==> config.mk <==
export PLATFORM = sky130hd
export DESIGN_NAME = alu_cmd_sequencer
export DESIGN_NICKNAME = d
export VERILOG_FILES = /design/src/rtl/alu_pkg.sv /design/src/rtl/alu_flag_reg.sv /design/src/rtl/alu_cmd_sequencer.sv
export SDC_FILE = /design/constraint.sdc
export NUM_CORES = 1
export LEC_CHECK = 0
export ABC_CLOCK_PERIOD_IN_PS = 2600
export BUFFER_PORTS_ARGS = -buffer_cell sky130_fd_sc_hd__buf_2
export CAP_MARGIN = 0
export CORE_MARGIN = 2
export CORE_UTILIZATION = 48
export DETAILED_ROUTE_END_ITERATION = 8
export PLACE_DENSITY = 0.82
export SYNTH_ARGS = -nofsm -noshare
export SYNTH_HDL_FRONTEND = slang
export SYNTH_HIERARCHICAL = 1
export SYNTH_SLANG_ARGS = --single-unit
==> constraint.sdc <==
create_clock -name clk -period 2.6 [get_ports clk]
set_input_delay 0.26 -clock clk [delete_from_list [all_inputs] [get_ports clk]]
set_output_delay 0.26 -clock clk [all_outputs]
set_load 0.01 [all_outputs]
==> src/rtl/alu_pkg.sv <==
// -----------------------------------------------------------------------------
// alu_pkg
// Shared definitions for the ALU command sequencer and its flag register:
//   - ALU opcode encodings (OP_*)
//   - bit positions of the NZCV flags inside a 4-bit flag word (FLG_*)
//   - sequencer FSM state type
//   - isKnownOp(): true for opcodes the ALU actually implements
// -----------------------------------------------------------------------------
package alu_pkg;

    localparam logic [1:0] OP_ADD = 2'b00;
    localparam logic [1:0] OP_MUL = 2'b01;
    localparam logic [1:0] OP_DIV = 2'b10;
    localparam logic [1:0] OP_RSV = 2'b11;

    localparam int FLG_N = 3;
    localparam int FLG_Z = 2;
    localparam int FLG_C = 1;
    localparam int FLG_V = 0;

    typedef enum logic [1:0] {
        IDLE = 2'd0,
        EXEC = 2'd1,
        RESP = 2'd2
    } seqState_t;

    function automatic logic isKnownOp(input logic [1:0] op);
        case (op)
            OP_ADD, OP_MUL, OP_DIV: return 1'b1;
            default:                return 1'b0;
        endcase
    endfunction

endpackage : alu_pkg

==> src/rtl/alu_flag_reg.sv <==
// -----------------------------------------------------------------------------
// alu_flag_reg
// 4-bit sticky NZCV status register. A capture ORs new flags into the stored
// value; a clear zeroes it. When both happen in the same cycle the clear is
// applied first, so the register ends up holding exactly the new flags.
//
// Ports:
//   clk       in   system clock, rising edge
//   rst       in   synchronous active-high reset
//   clr       in   clear the sticky value
//   capture   in   merge newFlags into the sticky value
//   newFlags  in   [3:0] flags from the current ALU result
//   flags     out  [3:0] sticky value
// -----------------------------------------------------------------------------
module alu_flag_reg (
    input  logic       clk,
    input  logic       rst,
    input  logic       clr,
    input  logic       capture,
    input  logic [3:0] newFlags,
    output logic [3:0] flags
);

    // NOTE: state registers use non-blocking (<=) assignments so every flop
    // samples its inputs from the same pre-edge values, whatever the order of
    // statements in the block.
    always_ff @(posedge clk) begin
        if (rst) begin
            flags <= 4'b0000;
        end else if (capture) begin
            flags <= (clr ? 4'b0000 : flags) | newFlags;
        end else if (clr) begin
            flags <= 4'b0000;
        end
    end

endmodule : alu_flag_reg

==> src/rtl/alu_cmd_sequencer.sv <==
// -----------------------------------------------------------------------------
// alu_cmd_sequencer
// Command-side master for a combinational ALU. A command (operands, opcode,
// carry-in) accepted on the cmd valid/ready channel is registered onto the ALU
// operand ports, allowed to settle for EXEC_CYCLES cycles, and the ALU result
// and flags are then captured and returned on the rsp valid/ready channel.
// Reserved opcodes and divide-by-zero produce an error response with zero
// data/flags. Valid results are merged into a sticky NZCV status register.
//
// Parameters:
//   WIDTH        MSB index of data words (data width WIDTH+1)
//   EXEC_CYCLES  cycles between driving the ALU and capturing it (>=1)
//
// Ports:
//   clk, rst                    clock, synchronous active-high reset
//   cmd_valid/cmd_ready         command handshake
//   cmd_a, cmd_b, cmd_op, cmd_ci command payload
//   alu_a, alu_b, alu_opCode, alu_ci  registered ALU inputs
//   alu_out, alu_co, alu_negativo, alu_cero, alu_acarreo,
//   alu_desbordamiento          ALU result and flags (alu_co not used)
//   rsp_valid/rsp_ready         response handshake
//   rsp_data, rsp_flags, rsp_err response payload ({N,Z,C,V} in rsp_flags)
//   flags_q, flags_clr          sticky status register and its clear
// -----------------------------------------------------------------------------
module alu_cmd_sequencer
    import alu_pkg::*;
#(
    parameter int WIDTH       = 3,
    parameter int EXEC_CYCLES = 1
) (
    input  logic             clk,
    input  logic             rst,

    input  logic             cmd_valid,
    output logic             cmd_ready,
    input  logic [WIDTH:0]   cmd_a,
    input  logic [WIDTH:0]   cmd_b,
    input  logic [1:0]       cmd_op,
    input  logic             cmd_ci,

    output logic [WIDTH:0]   alu_a,
    output logic [WIDTH:0]   alu_b,
    output logic [1:0]       alu_opCode,
    output logic             alu_ci,
    input  logic [WIDTH:0]   alu_out,
    input  logic             alu_co,
    input  logic             alu_negativo,
    input  logic             alu_cero,
    input  logic             alu_acarreo,
    input  logic             alu_desbordamiento,

    output logic             rsp_valid,
    input  logic             rsp_ready,
    output logic [WIDTH:0]   rsp_data,
    output logic [3:0]       rsp_flags,
    output logic             rsp_err,

    output logic [3:0]       flags_q,
    input  logic             flags_clr
);

    localparam int              CNT_W    = (EXEC_CYCLES > 1) ? $clog2(EXEC_CYCLES) : 1;
    localparam logic [CNT_W-1:0] CNT_LOAD = CNT_W'(EXEC_CYCLES - 1);

    seqState_t        state;
    logic [CNT_W-1:0] waitCnt;
    logic             captureNow;
    logic             divByZero;
    logic             flagCapture;
    logic [3:0]       newFlags;
    logic             unusedCo;

    // Carry-out is reported through alu_acarreo; the raw carry is not stored.
    assign unusedCo = alu_co;

    assign cmd_ready   = (state == IDLE) && !rst;
    assign captureNow  = (state == EXEC) && (waitCnt == '0);
    // Judged on the registered ALU inputs, i.e. the command being executed.
    assign divByZero   = (alu_opCode == OP_DIV) && (alu_b == '0);
    assign flagCapture = captureNow && !divByZero;

    // NOTE: every variable assigned in always_comb gets a default first, so
    // no path through the block can leave it unassigned and infer a latch.
    always_comb begin
        newFlags        = 4'b0000;
        newFlags[FLG_N] = alu_negativo;
        newFlags[FLG_Z] = alu_cero;
        newFlags[FLG_C] = alu_acarreo;
        newFlags[FLG_V] = alu_desbordamiento;
    end

    alu_flag_reg uFlagReg (
        .clk      (clk),
        .rst      (rst),
        .clr      (flags_clr),
        .capture  (flagCapture),
        .newFlags (newFlags),
        .flags    (flags_q)
    );

    always_ff @(posedge clk) begin
        if (rst) begin
            // NOTE: every register here is a plain control/datapath flop (no
            // memory array), so all of them are reset; an in-flight command is
            // simply dropped.
            state      <= IDLE;
            waitCnt    <= '0;
            alu_a      <= '0;
            alu_b      <= '0;
            alu_opCode <= OP_ADD;
            alu_ci     <= 1'b0;
            rsp_valid  <= 1'b0;
            rsp_data   <= '0;
            rsp_flags  <= 4'b0000;
            rsp_err    <= 1'b0;
        end else begin
            case (state)
                IDLE: begin
                    if (cmd_valid) begin
                        if (!isKnownOp(cmd_op)) begin
                            // Nothing to execute: answer at once and leave
                            // the ALU inputs on the previous command.
                            rsp_data  <= '0;
                            rsp_flags <= 4'b0000;
                            rsp_err   <= 1'b1;
                            rsp_valid <= 1'b1;
                            state     <= RESP;
                        end else begin
                            alu_a      <= cmd_a;
                            alu_b      <= cmd_b;
                            alu_opCode <= cmd_op;
                            alu_ci     <= cmd_ci;
                            waitCnt    <= CNT_LOAD;
                            state      <= EXEC;
                        end
                    end
                end

                EXEC: begin
                    if (waitCnt == '0) begin
                        if (divByZero) begin
                            rsp_data  <= '0;
                            rsp_flags <= 4'b0000;
                            rsp_err   <= 1'b1;
                        end else begin
                            rsp_data  <= alu_out;
                            rsp_flags <= newFlags;
                            rsp_err   <= 1'b0;
                        end
                        rsp_valid <= 1'b1;
                        state     <= RESP;
                    end else begin
                        waitCnt <= waitCnt - 1'b1;
                    end
                end

                RESP: begin
                    if (rsp_ready) begin
                        rsp_valid <= 1'b0;
                        state     <= IDLE;
                    end
                end

                default: state <= IDLE;
            endcase
        end
    end

endmodule : alu_cmd_sequencer

==> flow_summary.yaml, run 1 <==
logic_synthesis:
  most_repeated_cell_in_the_gate_level_netlist_after_synthesis: "dfxtp_1"
  post_synth_num_cell_types: 25
  post-synth-top-area-fraction: 0.4943
  post_synth_most_frequent_cells: "dfxtp_1, nand2b_1, mux2i_1"
  synth_area_per_cell_sq_um: 10.13
  synth_nets: 133
  ys_seq_area_frac: 0.4943
  synth_async_sr_flop_share: 0
  synth.cell_area_sq_um: 1094
  ys.flop_type: "dfxtp_1"
  yosys.area.top_type: "dfxtp_1"
  ys.warnings.count: 6
  post_synth_inst_count: 108
  synth_seq_cells: 27
  synth_enable_flop_cells: 0
  synth.area.top_cells: "dfxtp_1, nand2b_1, mux2i_1, a22o_2, a21oi_1"
critical_path:
  critical_path.endpoint_type: "flop"
  worstSetupPathType: "reg -> reg"
  crit_path_cell_trace: "or3b_4 -> a31oi_4 -> a22o_2"
  setup.worst_path.start_class: "flop"
  crit_path_largest_cell_delay_ns: 0.53
  critPathMaxFanout: 10
  cp.required_ns: 2.88
  cp_slowest_cell: "dfxtp_1"
  critPathArrivalTime_ns: 1.77
clocking:
  tritoncts: "done"
  tritoncts_num_sinks: 27
  cts_resized: 0
  tritoncts.num_buffers: 3
  cts_hold_repair.buffers: 0
  cts_max_path_buffers: 2
  ctsHtreeMaxLevel: 1
  post_cts_buffers: 0
  clkTransAtPathRegs_ns: 0.16
  worst_skew_pair.late_latency_ns: 0.33
  clk_root_buffer_cell: "clkbuf_4"
routing:
  met2WireLength_mm: 1.095
  via_count: 960
  detail-route-antenna-nets: 0
  route.layer.met1.wl_mm: 1.047
  drc: 0
  initialDrtViolationCount: 14
  drt_wl_total_mm: 2.347
  detail_route.wl_per_cell_um: 12.69
  post_dr_vias_cell: 5.189
  detailroute.wirelength.met3_um: 192
  drt_pre_antenna_iters: 4
  highest-signal-layer: "met4"
power:
  total_power_mw: 0.7770
  cellPowerDensity_nw_per_um2: 563.0
  vdd_ir_drop_max_v: 0.0002699
  leakage_nw: 0.6380
timing:
  top_achievable_clock_speed_ghz: 0.6711
  setup_viol_count_final: 0
  post-route-min-period_ns: 1.490
  setup_tns_ns: 0
  fin_worst_hold_slack_ns: 0.1420
  worst_slew_pin_slew_ns: 0.5018
  final_max_slew_viol_count: 0
  final_min_period_over_clock_period: 0.5731
  finalHoldViolations: 0
  slew_headroom: 0.6655
  finClkSkew_ns: 0.01112
  rsz0062_at_grt: "no"
  post-route-worst-setup-slack_ns: 1.110
min_path:
  timing.hold.worst.class: "in -> reg"
placement:
  dp_slack_ns: 1.128
  gp_routability_congestion: 0.6503
  place_area_sq_um: 1350
  place.port_buffers: 49
  dp_hpwl_mm: 1.780
cells_and_area:
  layout.cell_area.non_filler_sq_um: 1380
  area_growth_pct: 26.20
  num-nets-final: 183
  final_layout_size_suffix_gt1_frac: 0.4140
  antenna_cells_inserted: 0
die:
  io-pin-count: 51
  initial_core_util: 0.4991
  die-height_um: 51.73
  row_count: 17
  core_sq_um: 2191
  die_area_sq_um: 2676
  die-width_um: 51.73
grt:
  first_pass_grt_wire_length_mm: 3.739
  grt_usage: 0.1826
  grt_pass1_vias: 908
  antenna_found_initial: 0
  global_route.overflow_total: 0
  grt_max_degree: 31
outcome:
  outcome: "complete, no violations"
job:
  drv.max_cap_violation_count: 0
==> final timing paths <==
path / cells after the start / to / slack, ns / from
max: 3 / rsp_flags[3] / 1.11 / state[0]
min: 2 / rsp_data[0] / 0.14 / alu_out[0]
max reg2reg: 3 / rsp_flags[3] / 1.11 / state[0]
min reg2reg: 2 / uFlagReg/flags[0] / 0.48 / uFlagReg/flags[0]
==> registers in the layout, indices dropped and copies added, names as in the netlist <==
register        flops
alu_a               4
alu_b               4
alu_ci              1
alu_opCode          2
rsp_data            4
rsp_err             1
rsp_flags           4
rsp_valid           1
state               2
uFlagReg/flags      4
==> kinds of logic after synthesis <==
| logic type | Yosys count | share of synthesized area |
|---|---|---|
| buffers and inverters | 6 | 0.02860 |
| multiplexers | 9 | 0.08238 |
| AO/OA/AOI/OAI | 21 | 0.1556 |
| AND/OR/NAND/NOR | 45 | 0.2391 |
| flip-flops | 27 | 0.4943 |
==> power by group <==
group | internal, mW | switching, mW
Sequential | 0.439 | 0.0167
Clock | 0.0589 | 0.129
Combinational | 0.0643 | 0.0695
==> worst max-delay path, delay by kind of cell (launching register included) <==
kind | cells | cell delay (ns)
DFF | 1 | 0.53
AOI/OAI and AO/OA | 2 | 0.48
and+or+nand+nor | 1 | 0.43
==> layout make-up <==
cell class                      count  area (sq um)
Fill cell                         187         810.8
Sequential cell                    27         540.5
Multi-Input combinational cell     75         521.8
Timing Repair Buffer               49         245.2
Tap cell                           28         35.03
Clock buffer                        3         22.52
Clock inverter                      1         7.507
Inverter                            2         7.507
==> per-layer routing <==
| metal | vias up | GRT usage |
|---|---|---|
| met4 | 0 | 0.03947 |
| met3 | 2 | 0.04310 |
| li1 | 476 | - |
| met5 | - | 0 |
| met2 | 40 | 0.3312 |
| met1 | 442 | 0.2179 |
==> cells in the final DEF, fill, tap and decap left out, types with 2 or more instances in the layout <==
| cell type | n |
|---|---|
| mux2i_1 | 9 |
| nand2b_1 | 22 |
| a22o_1 | 2 |
| nor3_1 | 3 |
| buf_2 | 49 |
| a22o_2 | 6 |
| nand2_1 | 6 |
| clkbuf_4 | 3 |
| dfxtp_1 | 27 |
| and3_1 | 2 |
| nor4b_1 | 2 |
| a21oi_1 | 7 |
| inv_1 | 2 |
| o21ai_0 | 2 |
| nor2_1 | 5 |
==> through the flow <==
stage,utilization,instances
3_5_place_dp,0.6162,181
2_1_floorplan,-,108
4_1_cts,0.6299,185
5_1_grt,0.6299,185
3_3_place_gp,0.6162,181
6_report,0.6299,185
No activity file was read; power rests on OpenSTA's default activity.
==> run 2: changes to the inputs <==
--- a/config.mk
+++ b/config.mk
@@ -5,13 +5,14 @@
 export SDC_FILE = /design/constraint.sdc
 export NUM_CORES = 1
 export LEC_CHECK = 0
-export ABC_CLOCK_PERIOD_IN_PS = 2600
+export ABC_CLOCK_PERIOD_IN_PS = 1250
 export BUFFER_PORTS_ARGS = -buffer_cell sky130_fd_sc_hd__buf_2
 export CAP_MARGIN = 0
+export CORE_ASPECT_RATIO = 0.5
 export CORE_MARGIN = 2
-export CORE_UTILIZATION = 48
+export CORE_UTILIZATION = 40
 export DETAILED_ROUTE_END_ITERATION = 8
-export PLACE_DENSITY = 0.82
+export PLACE_DENSITY = 0.73
 export SYNTH_ARGS = -nofsm -noshare
 export SYNTH_HDL_FRONTEND = slang
 export SYNTH_HIERARCHICAL = 1
==> constraint.sdc (replaced) <==
create_clock -name clk -period 1.25 [get_ports clk]
set_input_delay 0.125 -clock clk [delete_from_list [all_inputs] [get_ports clk]]
set_output_delay 0.125 -clock clk [all_outputs]
set_load 0.01 [all_outputs]
==> run 2 against run 1 <==
Compared with the run above: the flow now finishes with violations (negative setup slack); cell count rose by 8.6%; critical path depth did not move; worst setup slack got worse by 1.1 ns; hold slack got worse by 0.068 ns; sequential cell count did not move; global-route usage fell by 4.2 points; power rose by 130%; clock skew fell by 0.0060 ns; routed wire length fell by 1.2%; design area rose by 9.6%; die area rose by 19%.
==> flow_summary.yaml, run 2 (synthesis gave the netlist of run 1 again) <==
placement:
  dp_hpwl_mm: 1.673
  placed_cells: 197
  place_area_sq_um: 1426
  place.port_buffers: 49
  gp_routability_congestion: 0.7770
  dp_slack_ns: -0.04633
min_path:
  timing.hold.worst.class: "in -> reg"
  hold_path.startpoint: "alu_out[3]"
  worstHoldEndpoint: "rsp_data[3]"
  min_delay_path_depth: 2
cells_and_area:
  final_cell_mix: "buf_2, dfxtp_1, nand2b_1, mux2i_1, a21oi_1"
  area_growth_pct: 38.33
  antenna_cells_inserted: 0
  finalNonFillerCells: 201
  final_core_util: 0.5813
  fill_cells: 252
  ff_latch_area_sq_um: 543.0
  multi_input_logic_area_sq_um: 560.5
  final_layout_size_suffix_gt1_frac: 0.4817
  final_common_cell: "buf_2"
  layout.cell_area.non_filler_sq_um: 1513
  num-nets-final: 190
critical_path:
  cp_slowest_cell: "or3b_4"
  r2r_start: "state[1]"
  critPathArrivalTime_ns: 1.47
  worstReg2RegEnd: "rsp_data[2]"
  worstSetupPathType: "reg -> reg"
  crit_path_cell_trace: "or3b_4 -> a31oi_4 -> a22o_2"
  crit_path_largest_cell_delay_ns: 0.40
  cp.required_ns: 1.47
  critical_path.endpoint_type: "flop"
  setup.reg_to_reg.worst_slack_ns: -0.005
  ff2ff_path_depth: 3
  critPathMaxFanout: 8
  setup.worst_path.start_class: "flop"
grt:
  grt_usage: 0.1403
  first_pass_grt_wire_length_mm: 3.332
  antenna_found_initial: 0
  grt_pass1_vias: 722
  grt_max_degree: 30
  global_route.overflow_total: 0
power:
  cellPowerDensity_nw_per_um2: 1163
  vdd_ir_drop_max_v: 0.0006865
  total_power_mw: 1.759
  leakage_nw: 0.6956
die:
  die_area_sq_um: 3193
  die-height_um: 40.97
  io-pin-count: 51
  die-width_um: 77.95
  initial_core_util: 0.4202
  row_count: 13
  core_sq_um: 2603
timing:
  fin_worst_hold_slack_ns: 0.07357
  finClkSkew_ns: 0.005152
  post-route-min-period_ns: 1.255
  final_min_period_over_clock_period: 1.004
  setup_tns_ns: -0.005265
  setup_viol_count_final: 1
  top_achievable_clock_speed_ghz: 0.7966
  rsz0062_at_grt: "yes"
  finalHoldViolations: 0
  worst_slew_pin_slew_ns: 0.2726
  final_max_slew_viol_count: 0
  post-route-worst-setup-slack_ns: -0.005265
  slew_headroom: 0.8183
routing:
  initialDrtViolationCount: 26
  drc: 0
  drt_pre_antenna_iters: 4
  detail_route.wl_per_cell_um: 11.54
  post_dr_vias_cell: 4.662
  drt_wl_total_mm: 2.319
  detail-route-antenna-nets: 0
  via_count: 937
clocking:
  tritoncts.num_buffers: 3
  clkTransAtPathRegs_ns: 0.09
  clk_root_buffer_cell: "clkbuf_8"
  cts_max_path_buffers: 2
  ctsHtreeMaxLevel: 1
  tritoncts_num_sinks: 27
  worst_skew_pair.late_latency_ns: 0.27
  cts_hold_repair.buffers: 0
  tritoncts: "done"
  post_cts_buffers: 0
outcome:
  outcome: "complete, but fails checks"
  failing_checks: "negative setup slack"
job:
  drv.max_cap_violation_count: 0
## run 2: cell count changes in the layout (fill, tap and decap cells not counted), sizes merged
cell      change
clkbuf        +1
buf           +7
clkinvlp      -1
## run 2: worst max-delay path by stage
stage / startpoint / end / cells after the start
floorplan: state[0] / rsp_data[0] / 4
detailed placement: state[0] / rsp_flags[0] / 4
finish: state[1] / rsp_data[2] / 3
global route: state[0] / rsp_data[1] / 3
global placement: state[0] / rsp_data[1] / 4
CTS: state[1] / rsp_data[2] / 3
## run 2: report_power, final
group	switching (mW)	leakage (nW)	internal (mW)
Combinational	0.158	0.452	0.167
Clock	0.261	0.0228	0.228
Sequential	0.0325	0.221	0.912
## run 2: timing repair
action | CTS | global route
endpoints found under the setup margin | 9 | 15
resized for setup | 3 | 7
pin swaps | 0 | 7
cloned | 0 | 0
## run 2: layout make-up
type,instances,share of cell area
clock buffers,4,0.02978
well taps,37,0.03060
repair buffers,56,0.2051
flip-flops and latches,27,0.3590
inverters,2,0.004963
multi-input cells,75,0.3706
## run 2: layer usage
metal / part of all wire / wire, um / GRT usage
met5: 0 / 0 / 0
met4: 0.0034 / 8 / 0.02632
met3: 0.049 / 113 / 0.05066
met2: 0.48 / 1118 / 0.2522
met1: 0.46 / 1078 / 0.1711
## run 2: critical path, delay by kind of cell, from the launching register on
family | cells | cell delay, ns
flops | 1 | 0.34
simple gates | 1 | 0.40
compound gates | 2 | 0.46
